==> config.mk <==
export PLATFORM = sky130hd
export DESIGN_NAME = uart_xcvr_cfg
export DESIGN_NICKNAME = d
export VERILOG_FILES = /design/src/rtl/uart_xcvr_cfg.sv
export SDC_FILE = /design/constraint.sdc
export NUM_CORES = 1
export LEC_CHECK = 0
export ABC_CLOCK_PERIOD_IN_PS = 5200
export CORE_UTILIZATION = 30
export DETAILED_ROUTE_END_ITERATION = 10
export PLACE_DENSITY = 0.45
export SYNTH_ARGS = -nofsm -noshare
export SYNTH_HDL_FRONTEND = slang
export SYNTH_SLANG_ARGS = --single-unit
==> constraint.sdc <==
create_clock -name clk_i -period 5.2 [get_ports clk_i]
set_clock_uncertainty 0.15 [all_clocks]
set_input_delay 1.04 -clock clk_i [delete_from_list [all_inputs] [get_ports clk_i]]
set_output_delay 1.04 -clock clk_i [all_outputs]
set_load 0.01 [all_outputs]
==> src/rtl/uart_xcvr_cfg.sv <==
// rtl/uart_xcvr_cfg.sv - configurable full-duplex UART transceiver; UART_RX_MAJORITY_EN enables 2-of-3 RX sampling
module uart_xcvr_cfg #(
    parameter int DIV_WIDTH   = 16,
    parameter int SYNC_STAGES = 2
) (
    input  logic                 clk_i,
    input  logic                 rst_ni,
    input  logic [DIV_WIDTH-1:0] cfg_div_i,
    input  logic [1:0]           cfg_data_bits_i,
    input  logic [1:0]           cfg_parity_i,
    input  logic                 cfg_stop2_i,
    input  logic                 uart_rx_i,
    output logic                 uart_cts_o,
    output logic                 uart_tx_o,
    input  logic                 uart_rts_i,
    output logic                 rx_valid_o,
    input  logic                 rx_ready_i,
    output logic [7:0]           rx_data_o,
    output logic                 rx_perr_o,
    output logic                 rx_ferr_o,
    output logic                 rx_ovr_o,
    input  logic                 tx_valid_i,
    output logic                 tx_ready_o,
    input  logic [7:0]           tx_data_i
);

    localparam logic [DIV_WIDTH-1:0] DIV_MIN = DIV_WIDTH'(4);
    localparam logic [DIV_WIDTH-1:0] ONE     = DIV_WIDTH'(1);

    typedef enum logic [2:0] {RX_IDLE, RX_START, RX_DATA, RX_PARITY, RX_STOP} rx_state_e;
    typedef enum logic [2:0] {TX_IDLE, TX_WAIT_RTS, TX_START, TX_DATA, TX_PARITY, TX_STOP1, TX_STOP2} tx_state_e;

    logic [DIV_WIDTH-1:0] div_clamped;
    assign div_clamped = (cfg_div_i < DIV_MIN) ? DIV_MIN : cfg_div_i;

    // ---------------- RX ----------------
    logic [SYNC_STAGES-1:0] rx_sync_q;
    logic                   rx_s, rx_prev_q, rx_bit;
    logic [DIV_WIDTH-1:0]   rx_samp_pt;

    rx_state_e            rx_state_q, rx_state_d;
    logic [DIV_WIDTH-1:0] rx_cnt_q, rx_cnt_d, rx_div_q, rx_div_d;
    logic [2:0]           rx_idx_q, rx_idx_d;
    logic [7:0]           rx_shift_q, rx_shift_d;
    logic                 rx_pacc_q, rx_pacc_d, rx_pbad_q, rx_pbad_d;
    logic [1:0]           rx_nb_q, rx_nb_d, rx_par_q, rx_par_d;
    logic                 rx_samp, rx_wrap, rx_done;

    logic                 rx_valid_q, rx_valid_d, rx_perr_q, rx_perr_d;
    logic                 rx_ferr_q, rx_ferr_d, rx_ovr_q, rx_ovr_d, cts_q;
    logic [7:0]           rx_data_q, rx_data_d;

    assign rx_s = rx_sync_q[SYNC_STAGES-1];

`ifdef UART_RX_MAJORITY_EN
    logic rx_prev2_q;
    always_ff @(posedge clk_i or negedge rst_ni) begin
        if (!rst_ni) rx_prev2_q <= 1'b1;
        else         rx_prev2_q <= rx_prev_q;
    end
    assign rx_bit     = (rx_prev2_q & rx_prev_q) | (rx_prev2_q & rx_s) | (rx_prev_q & rx_s);
    assign rx_samp_pt = (rx_div_q >> 1) + ONE;
`else
    assign rx_bit     = rx_s;
    assign rx_samp_pt = rx_div_q >> 1;
`endif

    assign rx_samp = (rx_cnt_q == rx_samp_pt);
    assign rx_wrap = (rx_cnt_q == rx_div_q - ONE);

    always_comb begin
        rx_state_d = rx_state_q;
        rx_cnt_d   = rx_cnt_q;
        rx_div_d   = rx_div_q;
        rx_idx_d   = rx_idx_q;
        rx_shift_d = rx_shift_q;
        rx_pacc_d  = rx_pacc_q;
        rx_pbad_d  = rx_pbad_q;
        rx_nb_d    = rx_nb_q;
        rx_par_d   = rx_par_q;
        rx_done    = 1'b0;
        if (rx_state_q != RX_IDLE) rx_cnt_d = rx_wrap ? '0 : rx_cnt_q + ONE;
        case (rx_state_q)
            RX_IDLE: begin
                if (rx_prev_q && !rx_s) begin
                    rx_state_d = RX_START;
                    rx_cnt_d   = '0;
                    rx_idx_d   = '0;
                    rx_shift_d = '0;
                    rx_pacc_d  = 1'b0;
                    rx_pbad_d  = 1'b0;
                    rx_div_d   = div_clamped;
                    rx_nb_d    = cfg_data_bits_i;
                    rx_par_d   = cfg_parity_i;
                end
            end
            RX_START: begin
                if (rx_samp && rx_bit) rx_state_d = RX_IDLE;
                else if (rx_wrap)      rx_state_d = RX_DATA;
            end
            RX_DATA: begin
                if (rx_samp) begin
                    rx_shift_d[rx_idx_q] = rx_bit;
                    rx_pacc_d            = rx_pacc_q ^ rx_bit;
                end
                if (rx_wrap) begin
                    if (rx_idx_q == ({1'b0, rx_nb_q} + 3'd4)) begin
                        rx_idx_d   = '0;
                        rx_state_d = (rx_par_q == 2'b01 || rx_par_q == 2'b10) ? RX_PARITY : RX_STOP;
                    end else begin
                        rx_idx_d = rx_idx_q + 3'd1;
                    end
                end
            end
            RX_PARITY: begin
                if (rx_samp) rx_pbad_d = (rx_pacc_q ^ rx_bit) != (rx_par_q == 2'b10);
                if (rx_wrap) rx_state_d = RX_STOP;
            end
            RX_STOP: begin
                // leave at the stop sample so a back-to-back start edge is not missed
                if (rx_samp) begin
                    rx_state_d = RX_IDLE;
                    rx_done    = 1'b1;
                end
            end
            default: rx_state_d = RX_IDLE;
        endcase
    end

    always_comb begin
        rx_valid_d = rx_valid_q;
        rx_data_d  = rx_data_q;
        rx_perr_d  = rx_perr_q;
        rx_ferr_d  = rx_ferr_q;
        rx_ovr_d   = 1'b0;
        if (rx_done) begin
            if (rx_valid_q && !rx_ready_i) begin
                rx_ovr_d = 1'b1;
            end else begin
                rx_valid_d = 1'b1;
                rx_data_d  = rx_shift_q;
                rx_perr_d  = rx_pbad_q;
                rx_ferr_d  = ~rx_bit;
            end
        end else if (rx_valid_q && rx_ready_i) begin
            rx_valid_d = 1'b0;
        end
    end

    // ---------------- TX ----------------
    tx_state_e            tx_state_q, tx_state_d;
    logic [DIV_WIDTH-1:0] tx_cnt_q, tx_cnt_d, tx_div_q, tx_div_d;
    logic [2:0]           tx_idx_q, tx_idx_d;
    logic [7:0]           tx_data_q, tx_data_d, tx_mask;
    logic [1:0]           tx_nb_q, tx_nb_d, tx_par_q, tx_par_d;
    logic                 tx_stop2_q, tx_stop2_d, tx_line_q, tx_line_d, tx_wrap, tx_par_bit;

    assign tx_wrap    = (tx_cnt_q == tx_div_q - ONE);
    assign tx_mask    = 8'hFF >> (2'd3 - tx_nb_q);
    assign tx_par_bit = (^(tx_data_q & tx_mask)) ^ (tx_par_q == 2'b10);

    always_comb begin
        tx_state_d = tx_state_q;
        tx_cnt_d   = tx_cnt_q;
        tx_div_d   = tx_div_q;
        tx_idx_d   = tx_idx_q;
        tx_data_d  = tx_data_q;
        tx_nb_d    = tx_nb_q;
        tx_par_d   = tx_par_q;
        tx_stop2_d = tx_stop2_q;
        if (tx_state_q != TX_IDLE && tx_state_q != TX_WAIT_RTS)
            tx_cnt_d = tx_wrap ? '0 : tx_cnt_q + ONE;
        case (tx_state_q)
            TX_IDLE: begin
                if (tx_valid_i) begin
                    tx_state_d = TX_WAIT_RTS;
                    tx_data_d  = tx_data_i;
                    tx_div_d   = div_clamped;
                    tx_nb_d    = cfg_data_bits_i;
                    tx_par_d   = cfg_parity_i;
                    tx_stop2_d = cfg_stop2_i;
                end
            end
            TX_WAIT_RTS: begin
                if (uart_rts_i) begin
                    tx_state_d = TX_START;
                    tx_cnt_d   = '0;
                end
            end
            TX_START: begin
                if (tx_wrap) begin
                    tx_state_d = TX_DATA;
                    tx_idx_d   = '0;
                end
            end
            TX_DATA: begin
                if (tx_wrap) begin
                    if (tx_idx_q == ({1'b0, tx_nb_q} + 3'd4))
                        tx_state_d = (tx_par_q == 2'b01 || tx_par_q == 2'b10) ? TX_PARITY : TX_STOP1;
                    else
                        tx_idx_d = tx_idx_q + 3'd1;
                end
            end
            TX_PARITY: if (tx_wrap) tx_state_d = TX_STOP1;
            TX_STOP1:  if (tx_wrap) tx_state_d = tx_stop2_q ? TX_STOP2 : TX_IDLE;
            TX_STOP2:  if (tx_wrap) tx_state_d = TX_IDLE;
            default:   tx_state_d = TX_IDLE;
        endcase
        // line level registered from the next state so the pin never glitches
        case (tx_state_d)
            TX_START:  tx_line_d = 1'b0;
            TX_DATA:   tx_line_d = tx_data_q[tx_idx_d];
            TX_PARITY: tx_line_d = tx_par_bit;
            default:   tx_line_d = 1'b1;
        endcase
    end

    always_ff @(posedge clk_i or negedge rst_ni) begin
        if (!rst_ni) begin
            rx_sync_q  <= '1;
            rx_prev_q  <= 1'b1;
            rx_state_q <= RX_IDLE;
            rx_cnt_q   <= '0;
            rx_div_q   <= DIV_MIN;
            rx_idx_q   <= '0;
            rx_shift_q <= '0;
            rx_pacc_q  <= 1'b0;
            rx_pbad_q  <= 1'b0;
            rx_nb_q    <= 2'b11;
            rx_par_q   <= 2'b00;
            rx_valid_q <= 1'b0;
            rx_data_q  <= '0;
            rx_perr_q  <= 1'b0;
            rx_ferr_q  <= 1'b0;
            rx_ovr_q   <= 1'b0;
            cts_q      <= 1'b1;
            tx_state_q <= TX_IDLE;
            tx_cnt_q   <= '0;
            tx_div_q   <= DIV_MIN;
            tx_idx_q   <= '0;
            tx_data_q  <= '0;
            tx_nb_q    <= 2'b11;
            tx_par_q   <= 2'b00;
            tx_stop2_q <= 1'b0;
            tx_line_q  <= 1'b1;
        end else begin
            rx_sync_q  <= {rx_sync_q[SYNC_STAGES-2:0], uart_rx_i};
            rx_prev_q  <= rx_s;
            rx_state_q <= rx_state_d;
            rx_cnt_q   <= rx_cnt_d;
            rx_div_q   <= rx_div_d;
            rx_idx_q   <= rx_idx_d;
            rx_shift_q <= rx_shift_d;
            rx_pacc_q  <= rx_pacc_d;
            rx_pbad_q  <= rx_pbad_d;
            rx_nb_q    <= rx_nb_d;
            rx_par_q   <= rx_par_d;
            rx_valid_q <= rx_valid_d;
            rx_data_q  <= rx_data_d;
            rx_perr_q  <= rx_perr_d;
            rx_ferr_q  <= rx_ferr_d;
            rx_ovr_q   <= rx_ovr_d;
            cts_q      <= ~rx_valid_q;
            tx_state_q <= tx_state_d;
            tx_cnt_q   <= tx_cnt_d;
            tx_div_q   <= tx_div_d;
            tx_idx_q   <= tx_idx_d;
            tx_data_q  <= tx_data_d;
            tx_nb_q    <= tx_nb_d;
            tx_par_q   <= tx_par_d;
            tx_stop2_q <= tx_stop2_d;
            tx_line_q  <= tx_line_d;
        end
    end

    assign rx_valid_o = rx_valid_q;
    assign rx_data_o  = rx_data_q;
    assign rx_perr_o  = rx_perr_q;
    assign rx_ferr_o  = rx_ferr_q;
    assign rx_ovr_o   = rx_ovr_q;
    assign uart_cts_o = cts_q;
    assign uart_tx_o  = tx_line_q;
    assign tx_ready_o = (tx_state_q == TX_IDLE);

endmodule

==> impl_metrics.json <==
{
  "run_status": "finished, final reports clean",
  "holdCritStartpoint": "rx_sync_q[0]",
  "holdWs_ns": 0.206,
  "worst_pin_slew_ns": 1.10,
  "syn-mean-instance-area_um2": 8.78,
  "synth-main-ff-cell": "sky130_fd_sc_hd__dfrtp_1",
  "vias_per_cell": 4.83,
  "dieArea_um2": 23700,
  "power_switching_mw": 1.11,
  "clk_pin_slew_ns": 0.06,
  "synth_cells": 788,
  "routabilityCongestion": 0.793,
  "avgRoutedWirePerCell_um": 14.9,
  "whs_path_depth": 0,
  "r2r.worst_path.cells": 11,
  "routed_wirelength_um": 16600,
  "start_util": 0.306,
  "worst-path-buf-inv": 1,
  "irDropWorstVdd_mv": 0.172,
  "timing.final.crit_share": 0.819,
  "worstPathMaxFanout": 15,
  "worst-setup-path-type": "flop to flop",
  "die_w_um": 154,
  "cts_sinks": 120,
  "grt_first_pass_wirelength_um": 28100,
  "internal_power_mw": 2.07,
  "critPathMaxStageDelay_ns": 0.64,
  "yosysSeqAreaShare": 0.436,
  "core_um2": 22600,
  "layout.filler_cells": 2316,
  "cts.repair.resized": 0,
  "chipHeight_um": 154,
  "static-leakage-power_nw": 3.58,
  "max-slew-margin-rel": 0.267,
  "post_synth_num_cell_types": 63,
  "grt_remaining_overflow": 0,
  "htreeDepth": 4,
  "cts-hold-fix-buffers": 0,
  "proportion_of_total_power_due_to_net_switching": 0.350,
  "num_cts_buffers": 17,
  "fmax_ghz": 0.235,
  "tritoncts": "built",
  "cts_root_buf": "sky130_fd_sc_hd__clkbuf_16",
  "setup.worst_path.start_class": "flop",
  "postSynthNetCount": 831,
  "port-buffer-count": 49,
  "ctsLongestPathBuffers": 2,
  "post_cts.repair.setup_buffers": 0,
  "seq_power_share": 0.412,
  "layout.cells.most_common_list": "184 x sky130_fd_sc_hd__nand2_1, 109 x sky130_fd_sc_hd__dfrtp_1, 74 x sky130_fd_sc_hd__nor2_1",
  "setup-violations-final": 0,
  "syn_to_final_growth_pct": 18.0,
  "detail_route.first_pass.iterations": 6,
  "mostFrequentLayoutCell": "sky130_fd_sc_hd__nand2_1",
  "worst_path_max_delay_cell": "sky130_fd_sc_hd__nor4_2",
  "power.density_cell_area_nw_per_um2": 390,
  "synth.cell_area_um2": 6920,
  "grt_max_degree": 72,
  "clock_insertion_delay_worst_skew_ns": 0.42,
  "timing.max_cap.violations": 0,
  "boundaryPins": 50,
  "synth_seq_cells": 120,
  "diodes": 0,
  "fraction_of_registers_with_async_set_or_reset_after_synthesis": 1.00,
  "synth-edff-count": 0,
  "hold_end": "rx_sync_q[1]",
  "setup_total_negative_slack_ns": 0,
  "final-max-slew-violation-count": 0,
  "final_count_of_hold_timing_violations": 0,
  "reg2reg_slack_ns": 0.94,
  "yosys_warnings": 0,
  "first_global_vias": 5347,
  "share_clk_of_total_power": 0.344,
  "dp_hpwl_um": 12000,
  "path_depth": 11,
  "nNetsFinal": 859,
  "antenna_violations_before_repair": 0,
  "p_comb_frac": 0.244,
  "worstPathArrival_ns": 4.36,
  "drive_above_1_share": 0.0905,
  "crit_required_ns": 5.30,
  "timing.rr.end": "tx_cnt_q[15]",
  "num_vias": 5376,
  "critPathCaptureType": "flop",
  "global_route.usage.total": 0.152,
  "crit-reg2reg-launch": "tx_div_q[0]",
  "cp_cell_sequence": "inv_1, ha_1, or3b_2, nor3_1, mux2_2, o21ai_0, a21bo_2, nor4_2, nand2_1, o21ai_1, nor2_1",
  "residual_drc": 0,
  "rsz0062_at_grt": "false",
  "hold_class": "flop to flop",
  "num_rows": 55,
  "crit_family": "simple AND/OR/NAND/NOR gates",
  "initialDrtViolationCount": 223,
  "finalWorstPathRequiredPeriod_ns": 4.26,
  "drt.antenna.violating_nets": 0
}
-- cell type report --
| class | count | area [um2] | share of cell area |
|---|---|---|---|
| inverter | 13 | 48.8 | 0.00597 |
| multi-input combinational | 609 | 3670 | 0.449 |
| sequential | 120 | 3020 | 0.369 |
| clock buffer | 18 | 429 | 0.0525 |
| timing repair buffer | 55 | 533 | 0.0653 |
| clock inverter | 14 | 115 | 0.0141 |
| tap | 285 | 357 | 0.0437 |
-- worst max path at each step --
stage          slack (ns)      endpoint   startpoint
2_1_floorplan        1.43     uart_tx_o  tx_div_q[0]
3_3_place_gp         0.98  tx_cnt_q[14]  tx_div_q[0]
3_5_place_dp         0.89   tx_cnt_q[4]  tx_div_q[0]
4_1_cts              0.87  tx_cnt_q[15]  tx_div_q[0]
5_1_grt              0.43  tx_cnt_q[13]  tx_div_q[0]
6_report             0.94  tx_cnt_q[15]  tx_div_q[0]
-- power groups by stage --
stage	Sequential [mW]	Combinational, mW	Clock [mW]
final	1.31	0.777	1.10
after global routing	1.35	0.886	1.18
after CTS	1.31	0.790	1.14
after detailed placement	1.33	0.784	0
after global placement	1.33	0.782	0
after floorplan	1.21	0.667	0
-- per-layer routing --
| layer | share of wire | GRT usage | routed length [um] |
|---|---|---|---|
| met5 | 0 | 0 | 0 |
| met4 | 0.030 | 0.0748 | 491 |
| met1 | 0.47 | 0.192 | 7790 |
| met3 | 0.021 | 0.0290 | 353 |
| met2 | 0.48 | 0.249 | 7990 |
-- cells by family after synthesis --
logic type                 synth area share
and+or+nand+nor                       0.264
AOI/OAI and AO/OA                    0.0853
buffers and inverters                0.0349
muxes                                0.0452
DFF                                   0.436
xor gates and xnor gates              0.120
adders and majority gates            0.0145
-- state kept, by name, summed over array words and instances (netlist names), 3 cells and up --
register / count
rx_cnt_q: 16
rx_data_o: 8
rx_div_q: 16
rx_idx_q: 3
rx_shift_q: 8
rx_state_q: 3
tx_cnt_q: 16
tx_data_q: 8
tx_div_q: 16
tx_idx_q: 3
tx_state_q: 3
-- Yosys cell counts, drive strengths merged (5+ instances only) --
cell / instances / area share
xnor2: 50 / 0.063
nor3b: 8 / 0.0087
buf: 8 / 0.0072
xor2: 45 / 0.057
a31oi: 5 / 0.0045
o31ai: 6 / 0.0065
o21ai: 27 / 0.020
dfrtp: 109 / 0.39
ha: 8 / 0.014
nor4: 11 / 0.012
or3: 9 / 0.0089
nand2b: 10 / 0.0090
nand2: 184 / 0.10
or4: 6 / 0.0076
nor2: 74 / 0.040
nand3: 26 / 0.019
a21oi: 11 / 0.0080
nand3b: 7 / 0.0076
nor3: 19 / 0.014
nand4: 14 / 0.013
mux2: 13 / 0.021
nor2b: 6 / 0.0054
dfstp: 11 / 0.042
and3: 12 / 0.011
inv: 13 / 0.0071
clkbuf: 38 / 0.021
mux2i: 14 / 0.020
-- worst reg2reg max path, stage by stage, from the launching register on --
cell	delay, ns
sky130_fd_sc_hd__dfrtp_1	0.45
sky130_fd_sc_hd__inv_1	0.09
sky130_fd_sc_hd__ha_1	0.27
sky130_fd_sc_hd__or3b_2	0.48
sky130_fd_sc_hd__nor3_1	0.29
sky130_fd_sc_hd__mux2_2	0.36
sky130_fd_sc_hd__o21ai_0	0.24
sky130_fd_sc_hd__a21bo_2	0.31
sky130_fd_sc_hd__nor4_2	0.64
sky130_fd_sc_hd__nand2_1	0.10
sky130_fd_sc_hd__o21ai_1	0.57
sky130_fd_sc_hd__nor2_1	0.14
-- stage by stage --
step                worst slack, ns  instances  power [mW]  cell area (um2)  utilization
finish                        0.942       1114        3.19             8170        0.361
global route                  0.429       1114        3.42             8170        0.361
CTS                           0.875       1114        3.24             8170        0.361
detailed placement            0.889       1082        2.11             7620        0.337
global placement              0.982       1082        2.11             7620        0.337
floorplan                      1.43        788        1.88             6920            -
Note: power is estimated with default switching activity, not from simulation.
